<file path="config.mk">
export PLATFORM = sky130hd
export DESIGN_NAME = mem_port_arbiter
export DESIGN_NICKNAME = d
export VERILOG_FILES = /design/src/rtl/mem_port_arbiter.sv
export SDC_FILE = /design/constraint.sdc
export NUM_CORES = 1
export LEC_CHECK = 0
export CAP_MARGIN = 25
export CORE_MARGIN = 2
export CORE_UTILIZATION = 47
export DETAILED_ROUTE_END_ITERATION = 16
export PLACE_DENSITY_LB_ADDON = 0.08
export RECOVER_POWER = 100
export SYNTH_ARGS = -nofsm -noshare
export SYNTH_HDL_FRONTEND = slang
export SYNTH_SLANG_ARGS = --single-unit
</file>
<file path="constraint.sdc">
create_clock -name clk -period 3.7 [get_ports clk]
set_input_delay 0.74 -clock clk [delete_from_list [all_inputs] [get_ports clk]]
set_output_delay 0.74 -clock clk [all_outputs]
set_load 0.005 [all_outputs]
</file>
<file path="src/rtl/mem_port_arbiter.sv">
// mem_port_arbiter: round-robin arbiter sharing one memory port between three
// requesters (0 = loader/debug, 1 = data/stack, 2 = fetch). Each granted access
// is one memory-enable cycle; reads wait MEM_LAT cycles for mem_rdata and return
// it to the owner with a one-cycle rvalid pulse. halt blocks new grants only.
module mem_port_arbiter #(
   parameter int ADDR_W  = 12,
   parameter int DATA_W  = 3,
   parameter int MEM_LAT = 1
) (
   input  logic                  clk,
   input  logic                  rst_n,
   input  logic                  halt,
   input  logic [2:0]            req,
   input  logic [2:0]            we,
   input  logic [3*ADDR_W-1:0]   addr_in,
   input  logic [3*DATA_W-1:0]   wdata_in,
   output logic [2:0]            gnt,
   output logic [2:0]            rvalid,
   output logic [DATA_W-1:0]     rdata,
   output logic                  busy,
   output logic                  mem_en,
   output logic                  mem_we,
   output logic [ADDR_W-1:0]     mem_addr,
   output logic [DATA_W-1:0]     mem_wdata,
   input  logic [DATA_W-1:0]     mem_rdata
);

   typedef enum logic [1:0] {
      IDLE  = 2'd0,
      ISSUE = 2'd1,
      WAIT  = 2'd2
   } state_t;

   // Latency counter is 3 bits wide, which covers the legal MEM_LAT range 1..7.
   localparam logic [2:0] LAT = 3'(MEM_LAT);

   state_t            state;
   logic [1:0]        ptr;
   logic [1:0]        owner;
   logic [2:0]        cnt;

   logic [1:0]        win;
   logic              win_valid;
   logic [1:0]        cand1;
   logic [1:0]        cand2;
   logic [ADDR_W-1:0] addr_arr  [3];
   logic [DATA_W-1:0] wdata_arr [3];

   // Requester index after p, wrapping 2 -> 0.
   function automatic logic [1:0] rr_next(input logic [1:0] p);
      return (p == 2'd2) ? 2'd0 : p + 2'd1;
   endfunction

   // Split the flattened request buses into per-requester views.
   always_comb begin
      for (int i = 0; i < 3; i++) begin
         addr_arr[i]  = addr_in[i*ADDR_W +: ADDR_W];
         wdata_arr[i] = wdata_in[i*DATA_W +: DATA_W];
      end
   end

   // Round-robin winner: first set request bit in the order ptr, ptr+1, ptr+2.
   // NOTE: every output of this block gets a default up front, so no path leaves
   // a variable unassigned and no latch is inferred.
   always_comb begin
      cand1     = rr_next(ptr);
      cand2     = rr_next(cand1);
      win       = ptr;
      win_valid = 1'b0;
      if (!halt) begin
         if (req[ptr]) begin
            win       = ptr;
            win_valid = 1'b1;
         end else if (req[cand1]) begin
            win       = cand1;
            win_valid = 1'b1;
         end else if (req[cand2]) begin
            win       = cand2;
            win_valid = 1'b1;
         end
      end
   end

   // Access FSM; grant and strobes are registered so they come straight off flops.
   // NOTE: all state here uses non-blocking assignments so every flop samples
   // pre-edge values, independent of statement order.
   always_ff @(posedge clk or negedge rst_n) begin
      if (!rst_n) begin
         state     <= IDLE;
         ptr       <= 2'd0;
         owner     <= 2'd0;
         cnt       <= 3'd0;
         gnt       <= 3'b000;
         rvalid    <= 3'b000;
         rdata     <= '0;
         mem_en    <= 1'b0;
         mem_we    <= 1'b0;
         mem_addr  <= '0;
         mem_wdata <= '0;
      end else begin
         // Pulse outputs default low; only the cycle that sets them raises them.
         gnt    <= 3'b000;
         rvalid <= 3'b000;
         mem_en <= 1'b0;
         mem_we <= 1'b0;
         case (state)
            IDLE: begin
               if (win_valid) begin
                  owner     <= win;
                  mem_addr  <= addr_arr[win];
                  mem_wdata <= wdata_arr[win];
                  mem_we    <= we[win];
                  mem_en    <= 1'b1;
                  gnt       <= 3'b001 << win;
                  ptr       <= rr_next(win);
                  state     <= ISSUE;
               end
            end
            ISSUE: begin
               // mem_we still carries the latched direction during ISSUE.
               if (mem_we) begin
                  state <= IDLE;
               end else begin
                  cnt   <= LAT;
                  state <= WAIT;
               end
            end
            WAIT: begin
               cnt <= cnt - 3'd1;
               if (cnt == 3'd1) begin
                  rdata  <= mem_rdata;
                  rvalid <= 3'b001 << owner;
                  state  <= IDLE;
               end
            end
            default: state <= IDLE;
         endcase
      end
   end

   // busy decodes straight from the state register.
   assign busy = (state != IDLE);

endmodule

</file>
* Word-level counts from Yosys, hierarchy flattened
Cells that the tools add are included.
** Word-level totals
- Register bits :: 35
- Input bits :: 57
** Operators by class
- Add/subtract/negate cells :: 4
- $lt $le $gt $ge :: 5
- Eq/ne operators :: 9
- Shift-type cells :: 2
- Muxes and demuxes :: 39
- Bitwise gates (word level) :: 1
- Reduce and logical (&&, ||, !) cells :: 7
** Operators by type and width (number)
- $bmux W12 S2 :: 1
- $mux W12 :: 2
- $mux W3 :: 7
- $mux W2 :: 10
- $lt A2 B3 Y1 const B :: 4
- $mux W1 :: 12
- $bmux W1 S2 :: 4
- $eq A2 B2 Y1 const B :: 4
- $reduce_and A2 Y1 :: 4
- $add A2 B1 Y2 const B :: 3
- $bmux W3 S2 :: 1
- $ne A2 B2 Y1 const B :: 3
- $pmux W2 S3 :: 1
- $pmux W3 S2 :: 1
- $shl A1 B2 Y3 const A :: 2
- $reduce_bool A2 Y1 :: 2
- $eq A3 B1 Y1 const B :: 1
- $ge A3 B3 Y1 const B :: 1
- $not A2 Y3 :: 1
- $sub A3 B1 Y3 const B :: 1
- $eq A2 B1 Y1 const B :: 1
- $logic_not A2 Y1 :: 1

* Logic depth before layout (Yosys ltp)
Gate-level depths: netlist (run 1).
- Depth after elaboration :: 14
- Depth in mapped cells :: 7
- Mapped depth without buffers :: 5

* Worst setup path before layout (run 1)
Ideal clock, no wire load.
- Path type :: input -> register
- Start :: in halt
- End :: reg owner[0]
- Arrival :: 1828 ps
- Data required time :: 3574 ps
- Setup slack :: 1745 ps
- Stages on the path :: 6
- Path buffers :: 2
- Path through :: buf_6 -> or3_1 -> a21o_1 -> clkbuf_1 -> a221oi_2 -> nor2_1
** On the way
- Cells in the longest elaborated chain, start to end :: 2
** Ends and longest elaborated chain
- start: declaration :: RTL line 12 : input logic halt,
- $mux W1 :: RTL line 70 : if (!halt) begin
- $reduce_and A2 Y1 (no line)
- end signal: assignment :: RTL line 109 : owner <= win;
- end: declaration :: RTL line 39 : logic [1:0] owner;
Parallel ways exist; a longest one is shown, timed or not.
A chain may end at the register's enable or synchronous reset.

* Worst setup path after layout (run 1)
- Start :: in halt
- End :: reg mem_addr[3]
** On the way
- Cells in the longest elaborated chain, start to end :: 5
** Ends and longest elaborated chain
- $mux W2 :: RTL line 70
- $not A2 Y3 (implied by the code) :: RTL line 110 : mem_addr <= addr_arr[win];
- $bmux W12 S2 :: RTL line 110
- $mux W12 (implied by the code) (2 in series) :: RTL line 110
- end signal: assignment :: RTL line 110
- end: declaration :: RTL line 23 : output logic [ADDR_W-1:0] mem_addr,
Parallel ways exist; a longest one is shown, timed or not. The select of a mux whose other input is x is not followed.

==> impl_metrics.py, run 1 <==
metrics = {
    "run_status": {
        "outcome": "finished with violations",
        "violations": "max-capacitance violations, max-slew violations",
    },
    "synth": {
        "synth-simple-area-share_pct": 12.2,
        "synth_top_area_share_pct": 41.3,
        "synthFlopType": "dfrtp_1",
        "synth_most_common_cell": "dfrtp_1",
        "synth_cells": 206,
        "synth_compound_area_share_pct": 32.7,
        "synth_top_cell_by_area": "dfrtp_1",
        "ys_top_cells_by_count": "dfrtp_1, nor2_1, o21ai_0",
        "ys_warn_count": 0,
        "yosysUniqueCellTypes": 49,
        "synth_xor_area_share_pct": 0,
        "synth_edf_count": 0,
        "synth_top_family_by_area": "compound AO/OA/AOI/OAI gates",
        "netlist_top_cells_area": "dfrtp_1, a41oi_1, o211ai_1",
        "synthAdderAreaFrac_pct": 1.18,
        "ys_seq_area_share_pct": 41.3,
        "syn-num-nets": 265,
        "avgSynthCellArea_um2": 10.3,
        "synthMuxAreaShare_pct": 2.13,
        "async_flop_share_pct": 100,
        "syn-cell-area_um2": 2120,
        "synth_seq_cells": 35,
    },
    "route": {
        "drtAntennaViolNets": 0,
        "drt-wirelength-per-cell_um": 16.9,
        "drtPass1Iterations": 4,
        "vias": 1971,
        "drt_iter0_markers": 157,
        "vias_per_cell": 5.88,
        "wl_mm": 5.68,
        "drc": 0,
    },
    "placed_design": {
        "dp.cells": 327,
        "place_hpwl_mm": 3.90,
        "numPortBuffers": 83,
        "dpl_cell_area_um2": 2850,
        "gp_congestion": 0.787,
    },
    "floorplanning": {
        "row_count": 24,
        "start_util_pct": 48.7,
        "die_w_um": 71.2,
        "core_um2": 4350,
        "die_h_um": 71.2,
        "die_area_um2": 5060,
        "io_pins": 84,
    },
    "sta": {
        "fin_setup_tns_ns": 0,
        "finClkSkew_ns": 0.00595,
        "fin_crit_ns": 3.01,
        "final_hold_viol_count": 0,
        "min_period_over_period_pct": 81.4,
        "rsz0062_at_grt": "no",
        "setup_viol": 0,
        "relSlewSlack_pct": -23.1,
        "tightest_slew_ns": 1.85,
        "max_clock_freq_mhz": 332,
        "slew_violations": 36,
    },
    "cts": {
        "ctsResizeCount": 0,
        "clock_path_buffers": 2,
        "cts_tree": "built",
        "cts_root_buf": "clkbuf_8",
        "cts_hold_buf": 0,
        "cts_setup_buffers": 0,
        "clkLatencyLatePin_ns": 0.29,
        "numCtsBuffers": 5,
        "clk_pin_slew_ns": 0.08,
        "cts_max_level": 2,
        "clock-sinks": 35,
    },
    "pwr": {
        "max-vdd-ir-drop_mv": 0.363,
        "power.share.clock_pct": 14.8,
        "power_frac_seq_pct": 36.3,
        "netSwitchingPower_uw": 716,
        "power.total_mw": 1.86,
        "combPwrFrac_pct": 48.9,
        "leakage_nw": 1.15,
        "internal_power_mw": 1.14,
        "p_per_area_nw_per_um2": 638,
        "swShare_pct": 38.5,
    },
    "global_routing": {
        "first_global_vias": 1953,
        "grt_pass1_wl_mm": 9.51,
        "grt_overflow_total": 0,
        "antenna_found_initial": 0,
        "grt_max_degree": 36,
        "grtUsageTotal_pct": 23.6,
    },
    "worst_setup_path": {
        "arrival_ns": 3.20,
        "cp.required_ns": 3.89,
        "slowest_stage": "a211oi_2",
        "crit_fanout": 17,
        "critPathMaxStageDelay_ns": 1.04,
        "start_kind": "primary input",
        "cp_cell_sequence": "dlygate4sd3_1 > nand2b_1 > a211oi_2 > o31ai_1 > a41oi_1",
        "crit_type": "in -> reg",
        "end_kind": "register",
    },
    "final_layout": {
        "area.growth.synth_to_final_pct": 37.4,
        "layout.nets": 341,
        "diodes": 0,
        "drive_gt1_share_pct": 10.2,
        "fin_area_um2": 2910,
        "instances_no_fill": 335,
        "final_core_util_pct": 66.9,
    },
    "job": {
        "max_cap_viol_count": 1,
    },
    "worst_hold_path": {
        "hold_class": "reg -> reg",
    },
}
## worst max-delay path: cells and delay by family
kind	cells	cell delay, ns
compound gates	3	1.55
buf+inv	1	0.65
simple gates	1	0.26
## power groups by stage
stage | sequential (mW) | combinational (mW) | clock (mW)
floorplan | 0.650 | 0.619 | 0
global placement | 0.682 | 0.944 | 0
detailed placement | 0.686 | 0.963 | 0
CTS | 0.682 | 0.965 | 0.282
global route | 0.703 | 1.00 | 0.297
finish | 0.675 | 0.910 | 0.274
## sequential cells by signal, summed over array words and instances, names as in the netlist
register,cells
owner,2
mem_en,1
state,2
mem_we,1
cnt,3
mem_addr,12
rvalid,3
rdata,3
mem_wdata,3
gnt,3
ptr,2
## per-layer routing
| metal | track usage (%) | part of all wire, % | routed length (um) | up-vias |
|---|---|---|---|---|
| li1 | - | - | - | 936 |
| met1 | 32.5 | 44 | 2500 | 941 |
| met2 | 36.3 | 48 | 2710 | 84 |
| met3 | 4.70 | 6.7 | 381 | 10 |
| met4 | 10.1 | 1.5 | 85 | 0 |
| met5 | 0 | 0 | 0 | - |
## metrics by stage
stage	hold slack, ns	setup WS (ns)
final	0.480	0.689
after global routing	0.514	0.576
after CTS	0.480	1.06
after detailed placement	0.472	0.759
after global placement	0.469	0.781
after floorplan	0.444	1.75
## layout by cell type (no fill, tap or decap), types with 2 or more instances in the layout
cell type and count:
clkdlybuf4s50_1 53, dfrtp_1 35, dlygate4sd3_1 29, nor2_1 24
o21ai_0 18, o211ai_1 16, o31ai_1 15, a41oi_1 15
inv_1 7, nand2_1 7, a21oi_1 5, clkbuf_8 5
nand2b_1 4, mux2_2 4, a21o_1 2, nor3_1 2
nor2b_1 2, nor3b_1 2, a221oi_1 2, ha_1 2
clkinvlp_4 2, buf_4 2
## cells by family (layout without fill, tap and decap cells)
kind of cell | Yosys count | in the layout
flip-flops | 35 | 35
AND/OR/NAND/NOR | 50 | 50
AO/OA/AOI/OAI | 90 | 90
adder cells (fa/ha/maj) | 2 | 2
buffers and inverters | 25 | 102
multiplexers | 4 | 4
## path summary, 6_finish.rpt
path | from | to | slack (ns) | cells after the start
setup / recovery | halt | mem_addr[3] | 0.69 | 5
hold / removal | owner[1] | rvalid[1] | 0.48 | 1
setup reg to reg | ptr[0] | mem_addr[3] | 1.17 | 4
hold reg to reg | owner[1] | rvalid[1] | 0.48 | 1
max in group asynchronous | rst_n | gnt[2] | 1.69 | 1
min in group asynchronous | rst_n | mem_addr[3] | 0.94 | 1
## cell type report
| cell class | instances | area (um^2) |
|---|---|---|
| Clock inverter | 3 | 20.0 |
| Timing Repair Buffer | 86 | 851 |
| Fill cell | 371 | 1440 |
| Inverter | 8 | 30.0 |
| Sequential cell | 35 | 876 |
| Multi-Input combinational cell | 146 | 1000 |
| Clock buffer | 5 | 68.8 |
| Tap cell | 52 | 65.1 |
No activity file was read; power rests on OpenSTA's default activity.
==> inputs of run 2 (changes only) <==
CORE_UTILIZATION = 44   (was 47)
clock period = 3 ns   (was 3.7 ns; I/O delays follow)
==> run 2 against run 1 <==
Against the previous run:
- the flow still finishes with violations (max-capacitance violations, max-slew violations)
- non-clock buffer count increased by 3
- utilization decreased by 3.3 points
- largest power group unchanged
- clock skew decreased by 0.0012 ns
- combinational power increased by 25%
- setup slack got worse by 0.26 ns
- first-iteration DRC count decreased by 37%
- die area increased by 6.4%
==> impl_metrics.py, run 2 (synthesis gave the netlist of run 1 again) <==
metrics = {
    "floorplanning": {
        "start_util_pct": 45.2,
        "core_um2": 4690,
        "row_count": 25,
        "die_w_um": 73.4,
        "io_pins": 84,
        "die_h_um": 73.4,
        "die_area_um2": 5390,
    },
    "worst_setup_path": {
        "crit_type": "in -> reg",
        "arrival_ns": 2.78,
        "slowest_stage": "nor2_1",
        "cp_cell_sequence": "dlygate4sd3_1 > o21ai_0 > nor2_1 > o21ai_0 > a41oi_1",
        "reg2reg_slack_ns": 0.91,
        "crit_fanout": 16,
        "cp_common_cell": "o21ai_0",
        "critPathMaxStageDelay_ns": 0.80,
        "end_kind": "register",
        "cp.required_ns": 3.20,
        "start_kind": "primary input",
    },
    "sta": {
        "finClkSkew_ns": 0.00476,
        "setup_viol": 0,
        "max_clock_freq_mhz": 388,
        "rsz0062_at_grt": "no",
        "whs_ns": 0.493,
        "relSlewSlack_pct": -22.8,
        "final_hold_viol_count": 0,
        "fin_setup_tns_ns": 0,
        "min_period_over_period_pct": 85.8,
        "tightest_slew_ns": 1.84,
        "fin_crit_ns": 2.58,
        "slew_violations": 36,
        "fin_ws_ns": 0.425,
    },
    "global_routing": {
        "grt_pass1_wl_mm": 8.79,
        "grt_overflow_total": 0,
        "antenna_found_initial": 0,
        "grtUsageTotal_pct": 21.1,
        "grt_max_degree": 36,
        "first_global_vias": 1873,
    },
    "final_layout": {
        "final_common_cell": "clkdlybuf4s50_1",
        "drive_gt1_share_pct": 11.2,
        "mostFrequentLayoutCells": "clkdlybuf4s50_1, dfrtp_1, dlygate4sd3_1",
        "largest_reg_flops": 12,
        "largest_register": "mem_addr",
        "final_core_util_pct": 63.5,
        "layout.nets": 344,
        "instances_no_fill": 340,
        "fin_area_um2": 2980,
        "diodes": 0,
        "area.growth.synth_to_final_pct": 40.6,
    },
    "cts": {
        "cts_setup_buffers": 0,
        "cts_root_buf": "clkbuf_8",
        "numCtsBuffers": 5,
        "clock-sinks": 35,
        "ctsResizeCount": 0,
        "cts_tree": "built",
        "clk_pin_slew_ns": 0.08,
        "cts_hold_buf": 0,
        "cts_max_level": 2,
        "clock_path_buffers": 2,
        "clkLatencyLatePin_ns": 0.29,
    },
    "placed_design": {
        "dp_slack_ns": 0.217,
        "gp_congestion": 0.764,
        "dpl_cell_area_um2": 2880,
        "place_hpwl_mm": 3.86,
        "dp.cells": 332,
        "numPortBuffers": 83,
    },
    "pwr": {
        "p_per_area_nw_per_um2": 802,
        "power.total_mw": 2.39,
        "max-vdd-ir-drop_mv": 0.358,
        "leakage_nw": 1.19,
    },
    "route": {
        "vias_per_cell": 5.87,
        "drt_iter0_markers": 99,
        "wl_mm": 5.48,
        "drc": 0,
        "drtAntennaViolNets": 0,
        "vias": 1996,
        "drt-wirelength-per-cell_um": 16.1,
        "drtPass1Iterations": 5,
    },
    "run_status": {
        "violations": "max-capacitance violations, max-slew violations",
        "outcome": "finished with violations",
    },
    "worst_hold_path": {
        "hold_class": "reg -> reg",
    },
    "job": {
        "max_cap_viol_count": 1,
    },
}
-- run 2: where the power goes --
group	total, mW	leakage [nW]	internal (mW)	switching, mW
clock network	0.426	0.0581	0.247	0.179
registers	0.829	0.422	0.670	0.158
logic	1.14	0.709	0.600	0.536
total	2.39	1.19	1.52	0.874
-- run 2: final cells by class --
type	instances	area, um^2
flip-flops and latches	35	876
fillers	412	1710
clock buffers	5	68.8
inverters	8	30.0
well taps	54	67.6
clock inverters	3	43.8
repair buffers	89	886
multi-input cells	146	1010
-- run 2: path summary, 6_finish.rpt --
check                      depth (start not counted)  startpoint      endpoint
hold / removal                                     1    owner[1]     rvalid[1]
min in group asynchronous                          1       rst_n        cnt[1]
max in group asynchronous                          1       rst_n  mem_wdata[0]
hold reg to reg                                    1    owner[1]     rvalid[1]
setup / recovery                                   5      req[2]   mem_addr[9]
setup reg to reg                                   4      ptr[0]   mem_addr[5]
-- run 2: critical path, delay by kind of cell --
kind            cells  cell delay (ns)
simple gates        1             0.80
buf+inv             1             0.76
compound gates      3             0.61
-- run 2: layer usage --
layer  up-vias  GRT usage, %  wire (um)  part of all wire, %
li1        940             -          -                    -
met1       964          27.7       2320                   42
met2        87          34.8       2670                   49
met4         0          5.45         53                 0.97
met3         5          5.21        441                  8.0
met5         -             0          0                    0
